File: config.mk
export PLATFORM = sky130hd
export DESIGN_NAME = shift_rotate_sequencer
export DESIGN_NICKNAME = d
export VERILOG_FILES = /design/src/rtl/shift_pkg.sv /design/src/rtl/shift_step.sv /design/src/rtl/shift_rotate_sequencer.sv
export SDC_FILE = /design/constraint.sdc
export NUM_CORES = 1
export LEC_CHECK = 0
export ABC_AREA = 1
export CORE_UTILIZATION = 50
export CTS_CLUSTER_SIZE = 40
export DETAILED_ROUTE_END_ITERATION = 6
export MAX_ROUTING_LAYER = met4
export PLACE_DENSITY_LB_ADDON = 0.12
export SLEW_MARGIN = 20
export SYNTH_ARGS = -nofsm -noshare
export SYNTH_HDL_FRONTEND = slang
export SYNTH_SLANG_ARGS = --single-unit
File: constraint.sdc
create_clock -name clock -period 2.75 [get_ports clock]
set_input_delay 0.55 -clock clock [delete_from_list [all_inputs] [get_ports clock]]
set_output_delay 0.55 -clock clock [all_outputs]
set_load 0.01 [all_outputs]
File: src/rtl/shift_pkg.sv
// Shared definitions for the shift/rotate sequencer: op codes, FSM states, default widths.
// Latency: n/a (declarations only).
// Backpressure: n/a.
package shift_pkg;

  // Default datapath widths; the amount field is log2 of the data width.
  localparam int DEF_DATA_WIDTH = 32;
  localparam int DEF_CNT_WIDTH  = 5;

  // Op code type and encodings; 101..111 are reserved and leave the operand untouched.
  typedef logic [2:0] op_t;

  localparam op_t OP_SHL  = 3'b000;
  localparam op_t OP_SHR  = 3'b001;
  localparam op_t OP_SHRA = 3'b010;
  localparam op_t OP_ROL  = 3'b011;
  localparam op_t OP_ROR  = 3'b100;

  // Sequencer FSM states.
  localparam logic [1:0] IDLE = 2'd0;
  localparam logic [1:0] RUN  = 2'd1;
  localparam logic [1:0] DONE = 2'd2;

endpackage

File: src/rtl/shift_step.sv
// One-bit shift/rotate step: a_next is a moved by one position according to op.
// Latency: purely combinational.
// Backpressure: none; reserved op codes pass the operand through unchanged.
module shift_step
  import shift_pkg::*;
#(
  parameter int W = DEF_DATA_WIDTH
) (
  input  logic [W-1:0] a,
  input  logic [2:0]   op,
  output logic [W-1:0] a_next
);

  // Select the single-position move; default keeps reserved codes a no-op.
  always_comb begin
    a_next = a;
    case (op)
      OP_SHL:  a_next = {a[W-2:0], 1'b0};
      OP_SHR:  a_next = {1'b0, a[W-1:1]};
      OP_SHRA: a_next = {a[W-1], a[W-1:1]};
      OP_ROL:  a_next = {a[W-2:0], a[W-1]};
      OP_ROR:  a_next = {a[0], a[W-1:1]};
      default: a_next = a;
    endcase
  end

endmodule

File: src/rtl/shift_rotate_sequencer.sv
// Multi-cycle shift/rotate: one bit per clock until the captured amount is used up, result on Rz.
// Latency: start-to-done N+1 cycles (N = Rb[CNT_WIDTH-1:0]); one op every N+3 cycles back to back.
// Backpressure: start is honoured only in IDLE; starts while busy or in DONE are dropped, not queued.
module shift_rotate_sequencer
  import shift_pkg::*;
#(
  parameter int DATA_WIDTH = DEF_DATA_WIDTH,
  parameter int CNT_WIDTH  = DEF_CNT_WIDTH
) (
  input  logic                  clock,
  input  logic                  reset,
  input  logic                  start,
  input  logic [2:0]            op,
  input  logic [DATA_WIDTH-1:0] Ra,
  input  logic [DATA_WIDTH-1:0] Rb,
  output logic [DATA_WIDTH-1:0] Rz,
  output logic                  busy,
  output logic                  done
);

  logic [1:0]            state;
  logic [CNT_WIDTH-1:0]  count;
  logic [2:0]            op_q;
  logic [DATA_WIDTH-1:0] acc;
  logic [DATA_WIDTH-1:0] acc_next;
  logic                  accept;
  logic                  step_en;
  logic                  finish;

  // Upper amount bits wrap the amount modulo the data width, so they are deliberately dropped.
  logic unused_rb_hi;
  assign unused_rb_hi = ^Rb[DATA_WIDTH-1:CNT_WIDTH];

  // Decode the three events the registers care about from the current state.
  assign accept  = (state == IDLE) && start;
  assign step_en = (state == RUN) && (count != '0);
  assign finish  = (state == RUN) && (count == '0);

  shift_step #(
    .W (DATA_WIDTH)
  ) u_step (
    .a      (acc),
    .op     (op_q),
    .a_next (acc_next)
  );

  // Control FSM with busy/done flags; reset abandons any operation in flight.
  always_ff @(posedge clock) begin
    if (reset) begin
      state <= IDLE;
      busy  <= 1'b0;
      done  <= 1'b0;
    end else begin
      done <= 1'b0;
      case (state)
        IDLE: begin
          if (start) begin
            state <= RUN;
            busy  <= 1'b1;
          end
        end
        RUN: begin
          if (count == '0) begin
            state <= DONE;
            done  <= 1'b1;
          end
        end
        DONE: begin
          state <= IDLE;
          busy  <= 1'b0;
        end
        default: begin
          state <= IDLE;
          busy  <= 1'b0;
        end
      endcase
    end
  end

  // Operand capture, per-cycle step and down-counter; inputs are ignored outside the accept cycle.
  always_ff @(posedge clock) begin
    if (reset) begin
      acc   <= '0;
      count <= '0;
      op_q  <= '0;
    end else if (accept) begin
      acc   <= Ra;
      count <= Rb[CNT_WIDTH-1:0];
      op_q  <= op;
    end else if (step_en) begin
      acc   <= acc_next;
      count <= count - CNT_WIDTH'(1);
    end
  end

  // Result register updates only on completion so partial results never reach Rz.
  always_ff @(posedge clock) begin
    if (reset) begin
      Rz <= '0;
    end else if (finish) begin
      Rz <= acc;
    end
  end

endmodule

==> run summary <==
Outcome: finished, final reports clean
Rows: 30
Capturing element type of the critical path: flop
R2R Setup Slk: 840 ps
Worst-Skew Late Latency: 340 ps
Worst Path Required: 2990 ps
Max FO, Critical Path: 33
# fillers: 677
Initial drt markers: 214
CP Launch Type: flop
Worst-path clk slew: 80 ps
Syn-to-layout area delta: 25.8%
Post-CTS Setup Bufs: 0
Initial antenna violation count: 0
CP peak stage delay: 470 ps
Worst Path Arrival: 2150 ps
First-pass GRT wire length: 14.7 mm
Count of final setup violators: 0
Worst vdd ir: 0.321 mV
Fraction of registers with async set/reset: 0%
Ys flop type: dfxtp_1
Mapped Avg Cell Area: 6.79 µm²
CP Cell Sequence: inv_1, ha_1, nand3_2, nor3_4, inv_1, buf_4, nor2_1, nor2_1
Power Density: 699 nW/µm²
# diodes: 0
Yosys warns: 0
H-tree levels: 3
Clk sinks: 76
Final ANT Viol Nets: 0
Clock tree from TritonCTS: yes
Initial Util: 52.6%
Sequential fraction of the synthesis area: 41.9%
Routability-driven placement congestion ratio: 0.803
Yosys cell types: 27
Number of synthesized flops with an enable pin: 0
Total grt overflow: 0
Final hold viol count: 0
Post-CTS Hold Fix Bufs: 0
Die area: 7610 µm²
Syn Nets: 606
Vias per inst: 5.15
Worst min path class: flop to flop
Most common cell after layout, fill and taps aside: nor2_1
Total Routed Length: 8.75 mm
Final min period: 1910 ps
Largest net degree at the start of global routing: 63
Max Fclk: 0.524 GHz
IO buf count: 76
Lkg Pwr: 0.00192 µW
Final period utilization: 69.4%
CORE AREA: 6910 µm²
RSZ-0062 raised after global routing: no
Rel. slew slack: 60.5%
Storage element area: 1520 µm²
Vias in the first global route: 3219
Post-route setup TNS: 0 ps
Total power: 3190 µW
Post-Route Hold Slack: 472 ps
Die Wd: 87.2 µm
Chip Height: 87.2 µm
Worst setup path class: flop to flop
Drt first pass iters: 5
Most frequent cells in the layout: 133 x nor2_1, 107 x nand2_1, 76 x dfxtp_1, 76 x clkdlybuf4s50_1, 65 x nand3_1
CP max stage cell: nor3_4
Max clock buf depth: 2
Tot GR Track Use: 25.4%
CTS root buffer: clkbuf_8
Synth Cell Area: 3630 µm²
HPWL after detailed placement: 5.49 mm
Slew Limit Fails: 0
Drc violations: 0
Drt wl/cell: 12.6 µm
Post-CTS sizing: 0
Post-Syn Instances: 535
Post-synthesis register bit count: 76
Layout cells sized above 1: 6.50%
Nets: 666
CTS buffer count: 9
Slew at the pin with the worst max-slew slack: 590 ps
Vias: 3585
I/O Pins: 104
Multi-input gate area: 1810 µm²
Clock Skew: 10.7 ps
Max Cap Viol: 0
registers in the layout, summed over array words and instances (netlist names):
signal,cells
Rz,32
acc,32
count,5
op_q,3
state,2
busy,1
done,1
metal layers:
metal  track usage (%)  routed length [µm]  up-vias
met1              31.1                3940     1624
met4              9.84                 121        0
met2              42.7                4190      109
met5                 -                   0        -
li1                  -                   -     1843
met3              3.22                 494        9
final timing paths:
check	to	start	cells after the start
min	busy	busy	2
max	Rz[30]	count[0]	8
max reg2reg	Rz[30]	count[0]	8
min reg2reg	busy	busy	2
synthesized netlist by cell type, types with 4 or more instances:
library cell	number	share of area, %
clkbuf_1	9	0.93
inv_2	4	0.41
dfxtp_1	76	42
a21oi_1	41	5.7
buf_2	14	1.9
buf_6	8	2.5
nand3_1	65	9.0
o21ai_0	41	5.7
nand2_1	107	11
buf_4	4	0.83
inv_1	14	1.4
nor2_1	133	14
cell type report:
cell class | count | share of cell area, %
clock inverters | 3 | 0.959
clock buffers | 13 | 3.70
inverters | 18 | 1.48
flip-flops and latches | 76 | 33.3
repair buffers | 86 | 18.3
multi-input cells | 404 | 39.6
well taps | 96 | 2.63
critical path, delay by kind of cell (launching register included):
kind                     cells  cell delay (ps)
flip-flops                   1              340
AND/OR/NAND/NOR              4              810
adder cells (fa/ha/maj)      1              230
buffers and inverters        3              430
stage by stage:
step	cells	cell area, µm²	utilization (%)	setup WS [ps]
floorplan	535	3630	-	1320
global placement	680	4350	63.0	538
finish	696	4570	66.1	841
CTS	696	4570	66.1	830
detailed placement	680	4350	63.0	532
global route	696	4570	66.1	572
power by group:
group | internal, µW | switching (µW)
clock | 495 | 402
sequential | 1250 | 120
combinational | 391 | 529
total | 2140 | 1050
kinds of logic (layout without fill, tap and decap cells):
| logic type | after synthesis | count (layout) | synth area share (%) |
|---|---|---|---|
| fa+ha+maj | 1 | 1 | 0.345 |
| buf+inv | 55 | 120 | 8.27 |
| compound gates | 82 | 82 | 11.3 |
| xor+xnor | 3 | 3 | 0.724 |
| flops | 76 | 76 | 41.9 |
| mux | 1 | 1 | 0.276 |
| simple gates | 317 | 317 | 37.2 |
Power figures use the tool's default switching activity.
